`src/rtl/if_id_queue_pkg.sv`:
```
// RV32I shared types: opcodes, prediction/RVFI sidebands and the fetch-to-decode queue entry.
package rv32i_types;

  typedef enum logic [6:0] {
    op_lui   = 7'b0110111,
    op_auipc = 7'b0010111,
    op_jal   = 7'b1101111,
    op_jalr  = 7'b1100111,
    op_br    = 7'b1100011,
    op_load  = 7'b0000011,
    op_store = 7'b0100011,
    op_imm   = 7'b0010011,
    op_reg   = 7'b0110011,
    op_csr   = 7'b1110011
  } rv32i_opcode;

  typedef struct packed {
    logic        taken;
    logic [31:0] target;
  } br_pred_sigs;

  typedef struct packed {
    logic [31:0] order;
    logic [31:0] insn;
  } rvfi_sigs;

  typedef struct packed {
    logic [31:0] pc;
    logic [31:0] instr;
    br_pred_sigs br_pred;
    rvfi_sigs    rvfi;
  } if_id_entry_t;

endpackage

```
`src/rtl/if_id_queue_ir_decode.sv`:
```
// Combinational RV32I field decoder; register indices an opcode does not use are forced to zero.
module ir_decode
  import rv32i_types::*;
(
  input  logic [31:0] instr_i,
  output rv32i_opcode opcode_o,
  output logic [2:0]  funct3_o,
  output logic [6:0]  funct7_o,
  output logic [31:0] i_imm_o,
  output logic [31:0] s_imm_o,
  output logic [31:0] b_imm_o,
  output logic [31:0] u_imm_o,
  output logic [31:0] j_imm_o,
  output logic [4:0]  rs1_o,
  output logic [4:0]  rs2_o,
  output logic [4:0]  rd_o
);

  rv32i_opcode w_opcode;

  assign w_opcode = rv32i_opcode'(instr_i[6:0]);
  assign opcode_o = w_opcode;
  assign funct3_o = instr_i[14:12];
  assign funct7_o = instr_i[31:25];

  assign i_imm_o = {{21{instr_i[31]}}, instr_i[30:20]};
  assign s_imm_o = {{21{instr_i[31]}}, instr_i[30:25], instr_i[11:7]};
  assign b_imm_o = {{20{instr_i[31]}}, instr_i[7], instr_i[30:25], instr_i[11:8], 1'b0};
  assign u_imm_o = {instr_i[31:12], 12'h000};
  assign j_imm_o = {{12{instr_i[31]}}, instr_i[19:12], instr_i[20], instr_i[30:21], 1'b0};

  // Register index selection with per-opcode zeroing
  always_comb begin
    rs1_o = instr_i[19:15];
    rs2_o = instr_i[24:20];
    rd_o  = instr_i[11:7];
    case (w_opcode)
      op_lui, op_auipc, op_jal: begin
        rs1_o = 5'd0;
        rs2_o = 5'd0;
      end
      op_imm, op_load, op_jalr: rs2_o = 5'd0;
      op_br, op_store:          rd_o  = 5'd0;
      default:                  rd_o  = instr_i[11:7];
    endcase
  end

endmodule

```
`src/rtl/if_id_queue.sv`:
```
// Fetch-to-decode circular instruction queue with head-entry decode and single-cycle flush.
// Optional empty-queue bypass from fetch to decode: define IF_ID_QUEUE_BYPASS_EN.
module if_id_queue
  import rv32i_types::*;
#(
  parameter int DEPTH = 4,
  parameter int CNT_W = $clog2(DEPTH + 1)
) (
  input  logic              clk,
  input  logic              rst,
  input  logic              flush,
  input  logic              in_valid,
  output logic              in_ready,
  input  logic [31:0]       pc_i,
  input  logic [31:0]       instr_i,
  input  br_pred_sigs       br_pred_i,
  input  rvfi_sigs          rvfi_i,
  output logic              out_valid,
  input  logic              out_ready,
  output logic [31:0]       pc_o,
  output rv32i_opcode       opcode_o,
  output logic [2:0]        funct3_o,
  output logic [6:0]        funct7_o,
  output logic [31:0]       i_imm_o,
  output logic [31:0]       s_imm_o,
  output logic [31:0]       b_imm_o,
  output logic [31:0]       u_imm_o,
  output logic [31:0]       j_imm_o,
  output logic [4:0]        rs1_o,
  output logic [4:0]        rs2_o,
  output logic [4:0]        rd_o,
  output br_pred_sigs       br_pred_o,
  output rvfi_sigs          rvfi_o,
  output logic [CNT_W-1:0]  count_o
);

  localparam int PTR_W = $clog2(DEPTH);

  if_id_entry_t     r_mem [DEPTH];
  logic [PTR_W-1:0] r_head;
  logic [PTR_W-1:0] r_tail;
  logic [CNT_W-1:0] r_count;

  if_id_entry_t w_in_entry;
  if_id_entry_t w_head;
  logic         w_empty;
  logic         w_full;
  logic         w_push;
  logic         w_pop;
  logic         w_bypass;

  assign w_in_entry = '{pc: pc_i, instr: instr_i, br_pred: br_pred_i, rvfi: rvfi_i};
  assign w_empty    = (r_count == {CNT_W{1'b0}});
  assign w_full     = (r_count == CNT_W'(DEPTH));
  assign in_ready   = !w_full;
  assign count_o    = r_count;

`ifdef IF_ID_QUEUE_BYPASS_EN
  assign w_bypass  = w_empty && in_valid && !flush;
  assign out_valid = !w_empty || w_bypass;
  // A bypassed instruction consumed the same cycle never occupies a slot
  assign w_push    = in_valid && in_ready && !(w_bypass && out_ready);
  assign w_pop     = !w_empty && out_ready;
`else
  assign w_bypass  = 1'b0;
  assign out_valid = !w_empty;
  assign w_push    = in_valid && in_ready;
  assign w_pop     = out_valid && out_ready;
`endif

  // Head entry selection: stored head, bypassed input, or an all-zero entry when empty
  always_comb begin
    if (w_bypass) begin
      w_head = w_in_entry;
    end else if (!w_empty) begin
      w_head = r_mem[r_head];
    end else begin
      w_head = '0;
    end
  end

  // Pointer, occupancy and storage update; flush discards everything incl. this cycle's push/pop
  always_ff @(posedge clk) begin
    if (rst) begin
      r_head  <= {PTR_W{1'b0}};
      r_tail  <= {PTR_W{1'b0}};
      r_count <= {CNT_W{1'b0}};
      for (int i = 0; i < DEPTH; i++) begin
        r_mem[i] <= '0;
      end
    end else if (flush) begin
      r_head  <= {PTR_W{1'b0}};
      r_tail  <= {PTR_W{1'b0}};
      r_count <= {CNT_W{1'b0}};
    end else begin
      if (w_push) begin
        r_mem[r_tail] <= w_in_entry;
        r_tail        <= r_tail + PTR_W'(1);
      end
      if (w_pop) begin
        r_head <= r_head + PTR_W'(1);
      end
      case ({w_push, w_pop})
        2'b10:   r_count <= r_count + CNT_W'(1);
        2'b01:   r_count <= r_count - CNT_W'(1);
        default: r_count <= r_count;
      endcase
    end
  end

  assign pc_o      = w_head.pc;
  assign br_pred_o = w_head.br_pred;
  assign rvfi_o    = w_head.rvfi;

  ir_decode u_ir_decode (
    .instr_i  (w_head.instr),
    .opcode_o (opcode_o),
    .funct3_o (funct3_o),
    .funct7_o (funct7_o),
    .i_imm_o  (i_imm_o),
    .s_imm_o  (s_imm_o),
    .b_imm_o  (b_imm_o),
    .u_imm_o  (u_imm_o),
    .j_imm_o  (j_imm_o),
    .rs1_o    (rs1_o),
    .rs2_o    (rs2_o),
    .rd_o     (rd_o)
  );

endmodule

```
`config.mk`:
```
export PLATFORM = sky130hd
export DESIGN_NAME = if_id_queue
export DESIGN_NICKNAME = d
export VERILOG_FILES = /design/src/rtl/if_id_queue_pkg.sv /design/src/rtl/if_id_queue_ir_decode.sv /design/src/rtl/if_id_queue.sv
export SDC_FILE = /design/constraint.sdc
export NUM_CORES = 1
export LEC_CHECK = 0
export ABC_AREA = 1
export BUFFER_PORTS_ARGS = -buffer_cell sky130_fd_sc_hd__buf_2
export CAP_MARGIN = 25
export CORE_UTILIZATION = 51
export DETAILED_ROUTE_END_ITERATION = 10
export GPL_ROUTABILITY_DRIVEN = 1
export GPL_TIMING_DRIVEN = 0
export PLACE_DENSITY = 0.76
export SLEW_MARGIN = 25
export SYNTH_ARGS = -nofsm -noshare
export SYNTH_HDL_FRONTEND = slang
export SYNTH_SLANG_ARGS = --single-unit
```
`constraint.sdc`:
```
create_clock -name clk -period 5.47 [get_ports clk]
set_clock_uncertainty 0.15 [all_clocks]
set_input_delay 0.2735 -clock clk [delete_from_list [all_inputs] [get_ports clk]]
set_output_delay 0.2735 -clock clk [all_outputs]
set_load 0.01 [all_outputs]
```
## Word level (Yosys, flattened, before mapping)

Memories as Yosys holds them, arrays and structs flattened. A register that Yosys moved wholly into a read port is not among the register bits.
Index checks and enable logic that the tools add are counted.

| word-level totals | value |
|---|---|
| register bits after elaboration | 7 |
| bits in latches | 0 |
| bits in writable memories | 644 |
| memory bits (read-only) | 0 |
| input bits | 166 |
| output and inout bits | 326 |
| word-level logic and storage cells | 46 |
| memories kept | 1 |

| operators by class | value |
|---|---|
| add/sub/neg operators | 4 |
| multipliers | 0 |
| divide/modulo/power cells | 0 |
| magnitude comparators | 0 |
| equal/unequal tests | 11 |
| shift operators | 0 |
| muxes and demuxes | 16 |
| bitwise logic cells | 0 |
| reductions and logical operators | 11 |

Memory list:

| memory | words | width | rd ports | clocked after Yosys merged registers in | write ports | line | RTL |
|---|---|---|---|---|---|---|---|
| r_mem | 4 | 161 | 1 | 1 | 4 | if_id_queue.sv:39 | `if_id_entry_t r_mem [DEPTH];` |

Operators with widths:

| operator | count |
|---|---|
| $mux W161 | 2 |
| $reduce_or A161 Y1 | 1 |
| $eq A7 B7 Y1 const B | 3 |
| $mux W5 | 3 |
| $eq A7 B5 Y1 const B | 2 |
| $eq A7 B6 Y1 const B | 2 |
| $eq A7 B2 Y1 const B | 1 |
| $mux W1 | 7 |
| $mux W2 | 3 |
| $pmux W3 S2 | 1 |
| $reduce_or A6 Y1 | 1 |
| $add A2 B1 Y2 const B | 2 |
| $reduce_or A2 Y1 | 2 |
| $add A3 B1 Y3 const B | 1 |
| $eq A3 B3 Y1 const B | 1 |
| $logic_not A3 Y1 | 1 |
| $reduce_or A3 Y1 | 1 |
| $sub A3 B1 Y3 const B | 1 |
| $eq A2 B1 Y1 const B | 1 |
| $eq A2 B2 Y1 const B | 1 |
| $logic_and A1 B1 Y1 | 2 |
| $logic_not A1 Y1 | 2 |
| $reduce_bool A2 Y1 | 1 |

## Depth between registers and ports, before layout

| depth | value |
|---|---|
| depth in word-level cells | 9 |
| mapped depth | 13 |
| depth with buffers taken out | 11 |

## By module

Synthesis repeated with hierarchy kept, for this count alone.

| second synthesis, totals | value |
|---|---|
| cell total of the unflattened synthesis | 3239 |
| area, all modules | 32034.5 sq um |

Modules (own cells, without submodules):

| module | instances | cells each | area an instance (sq um) | seq. area each (sq um) |
|---|---|---|---|---|
| if_id_queue | 1 | 3008 | 30478.0 | 19518.7 |
| ir_decode | 1 | 231 | 1556.5 | 0.0 |

## Least setup slack after synthesis

OpenSTA, ideal clock, no wires.

| timing | value |
|---|---|
| path type | register to register |
| start | reg r_count[0], in the netlist count_o[0] |
| end | mem r_mem[1][0] in the netlist's numbering, enable pin |
| setup time | 0.527 ns |
| arrival | 4.791 ns |
| slack | 0.002 ns |
| stages on the path, launching flop included | 11 |
| buffers on the path | 2 |
| period minus slack after synthesis | 5.468 ns |
| cell sequence | dfxtp_1 inv_2 nand3_2 nand2_2 nor2_4 inv_2 nor2_4 nand2_2 buf_6 buf_2 nand2_1 |

RTL lines:

| item | line | RTL |
|---|---|---|
| start, declared | if_id_queue.sv:42 | `logic [CNT_W-1:0] r_count;` |
| start signal, assigned | if_id_queue.sv:87 | `r_count <= {CNT_W{1'b0}};` |
| start signal, assigned | if_id_queue.sv:94 | `r_count <= {CNT_W{1'b0}};` |
| start signal, assigned | if_id_queue.sv:104 | `2'b10: r_count <= r_count + CNT_W'(1);` |
| end, declared | if_id_queue.sv:39 |  |

==> load_flow_metrics.sql <==
INSERT INTO impl_metrics (metric_group, metric, value, unit) VALUES
('final_layout', 'layout-drive-gt1-share', '22.8', '%'),
('final_layout', 'finish.net_count', '3969', ''),
('cts', 'cts.sink_count', '653', ''),
('placement', 'placedInstanceArea', '0.0340', 'mm²'),
('sta', 'hold_viol_final', '0', ''),
('synth', 'post_synth_inst_count', '3058', ''),
('grt', 'use_met1', '38.6', '%'),
('power', 'share_seq_of_total_power', '49.5', '%'),
('synth', 'synth-warning-count', '0', ''),
('die', 'start_util', '51.9', '%'),
('sta', 'post_layout_worst_setup_margin', '1.26', 'ns'),
('power', 'clkPwrFrac', '38.9', '%'),
('final_layout', 'mostFrequentLayoutCells', '1218 x sky130_fd_sc_hd__nor2_1, 644 x sky130_fd_sc_hd__edfxtp_1, 578 x sky130_fd_sc_hd__buf_2', ''),
('placement', 'pre_cts_slack', '1.61', 'ns'),
('flow_run', 'max_cap_violations', '0', ''),
('die', 'top_level_ports', '492', ''),
('cts', 'clkTransAtPathRegs', '0.06', 'ns'),
('sta', 'final_number_of_max_transition_violations', '0', ''),
('synth', 'syn_area_per_cell', '9.86', 'µm²'),
('detailed_routing', 'drt-wirelength-per-cell', '20.3', 'µm'),
('synth', 'portion_of_the_post_synthesis_area_used_by_sequential_elements', '64.8', '%'),
('grt', 'globalRouteOverflowTotal', '0', ''),
('power', 'pwr_density_cell', '311', 'mW/mm²'),
('sta', 'fmaxAchievable', '237', 'MHz'),
('cts', 'cts-root-to-sink-buffers', '3', ''),
('detailed_routing', 'firstDrtPassIters', '6', ''),
('sta', 'grt_setup_unrepaired', 'false', ''),
('power', 'power.total', '11.8', 'mW'),
('detailed_routing', 'drt_first_iter_violations', '2342', ''),
('grt', 'gr-usage-met2', '52.1', '%'),
('power', 'switching_power', '2.93', 'mW'),
('power', 'irDropWorstVdd', '0.000268', 'V'),
('die', 'placeableCoreArea', '0.0580', 'mm²'),
('detailed_routing', 'route.detailed.vias_per_inst', '5.33', ''),
('placement', 'portBuffers', '477', ''),
('die', 'floorplan.rows', '88', ''),
('sta', 'setup-violations-final', '0', ''),
('power', 'comb_power_share', '11.6', '%'),
('synth', 'syn_area', '0.0301', 'mm²'),
('die', 'chipHeight', '245', 'µm'),
('status', 'outcome', 'complete, no violations', ''),
('sta', 'layout_worst_path_cycle_share', '77.0', '%'),
('sta', 'slew-limit-headroom', '30.1', '%'),
('cts', 'numCtsBuffers', '70', ''),
('sta', 'final.min_clock_period', '4.21', 'ns'),
('grt', 'global_route.peak_usage_layer', 'met2', ''),
('final_layout', 'antenna_cells_inserted', '0', ''),
('grt', 'grt.total_usage', '30.9', '%'),
('detailed_routing', 'postRouteWirelength', '93.9', 'mm'),
('grt', 'antenna_found_initial', '5', ''),
('power', 'cell_internal_pwr', '8.83', 'mW'),
('setup_path', 'worstPathArrival', '3.79', 'ns'),
('placement', 'place_congestion', '0.818', ''),
('cts', 'cts_tree', 'yes', ''),
('final_layout', 'layout-area-overhead-vs-synth', '25.3', '%'),
('synth', 'synth.lib_cells_used.distinct', '28', ''),
('synth', 'dominantRegCellSynth', 'sky130_fd_sc_hd__edfxtp_1', ''),
('detailed_routing', 'ant_nets', '0', ''),
('cts', 'htree_num_levels', '3', ''),
('setup_path', 'endpoint_kind', 'output pin', ''),
('sta', 'hold-worst-slack', '0.115', 'ns'),
('sta', 'tightestPinTransition', '1.05', 'ns'),
('detailed_routing', 'route.detailed.drc', '0', ''),
('synth', 'synth-seq-cells', '653', ''),
('cts', 'clk-insertion-delay-late', '0.62', 'ns'),
('cts', 'root_buffer', 'sky130_fd_sc_hd__clkbuf_16', ''),
('die', 'die_area', '0.0601', 'mm²'),
('final_layout', 'mostFrequentLayoutCell', 'sky130_fd_sc_hd__nor2_1', ''),
('grt', 'grt_first_pass_wirelength', '138', 'mm'),
('die', 'die_x', '245', 'µm'),
('power', 'static_leakage_power', '16.6', 'nW'),
('setup_path', 'timing.critical_path.required', '5.05', 'ns'),
('final_layout', 'postLayoutCellArea', '0.0378', 'mm²'),
('synth', 'synth-edff-count', '644', ''),
('grt', 'largest_net_degree_at_the_start_of_global_routing', '66', ''),
('placement', 'hpwl', '60.9', 'mm'),
('setup_path', 'crit_path_start_kind', 'register', ''),
('power', 'swShare', '24.9', '%'),
('detailed_routing', 'via_count', '24600', ''),
('setup_path', 'crit_type', 'reg -> out', ''),
('grt', 'via_count_of_the_first_global_routing_pass', '23400', ''),
('min_path', 'hold_path.class', 'in -> reg', ''),
('synth', 'async_flop_share', '0', '%'),
('setup_path', 'largest_driver_fanout_on_the_critical_path', '35', ''),
('grt', 'use_met3', '5.67', '%');
-- cells by family (layout without fill, tap and decap cells) --
kind of cell,Yosys count,count (layout),synth area share (%)
AO/OA/AOI/OAI,478,478,7.96
adder cells (fa/ha/maj),2,2,0.108
buffers and inverters,552,1336,9.49
flip-flops,653,653,64.8
other,1,14,0.0124
AND/OR/NAND/NOR,1372,1372,17.7
-- cells in the mapped netlist, types with 2 or more instances --
cell / n / share of area (%)
sky130_fd_sc_hd__nor2_2: 2 / 0.042
sky130_fd_sc_hd__nor2_4: 2 / 0.075
sky130_fd_sc_hd__o22ai_1: 5 / 0.10
sky130_fd_sc_hd__nor3_1: 55 / 0.91
sky130_fd_sc_hd__buf_2: 101 / 1.7
sky130_fd_sc_hd__a21oi_1: 157 / 2.6
sky130_fd_sc_hd__buf_1: 18 / 0.22
sky130_fd_sc_hd__inv_2: 5 / 0.062
sky130_fd_sc_hd__buf_4: 152 / 3.8
sky130_fd_sc_hd__inv_1: 202 / 2.5
sky130_fd_sc_hd__nand2_1: 60 / 0.75
sky130_fd_sc_hd__nand3_1: 22 / 0.37
sky130_fd_sc_hd__nand2_2: 5 / 0.10
sky130_fd_sc_hd__o21ai_0: 308 / 5.1
sky130_fd_sc_hd__clkbuf_1: 60 / 0.75
sky130_fd_sc_hd__nor2_1: 1218 / 15
sky130_fd_sc_hd__buf_6: 12 / 0.45
sky130_fd_sc_hd__dfxtp_1: 9 / 0.60
sky130_fd_sc_hd__edfxtp_1: 644 / 64
sky130_fd_sc_hd__nor3_2: 6 / 0.20
sky130_fd_sc_hd__o21ai_1: 8 / 0.13
-- per-layer routing --
metal,wire [µm],up-vias
li1,-,11400
met1,34600,11600
met2,46100,1392
met3,9150,210
met4,3940,4
met5,20,-
-- critical path: stages, from the launching register on --
cell and delay, ns:
sky130_fd_sc_hd__dfxtp_1 0.29, sky130_fd_sc_hd__buf_4 0.17, sky130_fd_sc_hd__inv_4 0.12, sky130_fd_sc_hd__clkbuf_2 0.50, sky130_fd_sc_hd__clkbuf_1 0.54, sky130_fd_sc_hd__o21ai_0 0.31, sky130_fd_sc_hd__a21oi_4 0.56, sky130_fd_sc_hd__buf_16 0.23
sky130_fd_sc_hd__buf_16 0.18, sky130_fd_sc_hd__buf_4 0.13, sky130_fd_sc_hd__buf_2 0.12
-- state kept, by name, indices dropped and copies added (netlist names), named ones only --
name / cells
r_tail: 2
count_o: 3
r_head: 2
r_mem: 644
-- stage by stage --
| stage | utilization (%) | TNS (ns) | std cells |
|---|---|---|---|
| 6_report | 65.1 | 0 | 4620 |
| 5_1_grt | 65.1 | 0 | 4620 |
| 4_1_cts | 65.1 | 0 | 4620 |
| 3_5_place_dp | 58.5 | 0 | 4329 |
| 3_3_place_gp | 57.8 | -2128.12 | 4313 |
| 2_1_floorplan | - | 0 | 3071 |
-- power by group through the flow --
stage | sequential [mW] | combinational (mW) | clock [mW]
2_1_floorplan | 5.95 | 0.713 | 0
3_3_place_gp | 5.99 | 1.21 | 0
3_5_place_dp | 5.93 | 1.25 | 0
4_1_cts | 5.82 | 1.35 | 4.58
5_1_grt | 5.84 | 1.48 | 4.79
6_report | 5.82 | 1.36 | 4.57
-- repair_timing --
| item | CTS | global route |
|---|---|---|
| resized for setup | 0 | 0 |
| endpoints found under the hold margin | 653 | 0 |
| hold buffers | 165 | 0 |
| setup buffers | 0 | 0 |
| setup endpoints to repair | 0 | 0 |
-- layout make-up --
class | instances | area [µm²]
Clock buffer | 91 | 1830
Sequential cell | 653 | 19500
Fill cell | 4387 | 20300
Inverter | 209 | 795
Buffer | 343 | 2080
Tap cell | 765 | 957
Multi-Input combinational cell | 1866 | 7840
Timing Repair Buffer | 658 | 4410
Clock inverter | 35 | 325
-- path summary, 6_finish.rpt --
path                            from                    endpoint  slack [ns]  cells after the start
max                         register                 i_imm_o[12]        1.26                     10
min                         in_valid      r_tail[1]$_SDFFE_PP0P_        0.11                      6
max reg2reg  count_o[1]$_SDFFE_PP0P_  r_mem[2][78]$_SDFFCE_PN0P_        1.78                     10
min reg2reg   r_head[1]$_SDFFE_PP0P_      r_head[1]$_SDFFE_PP0P_        0.32                      2
Note: power is estimated with default switching activity, not from simulation.
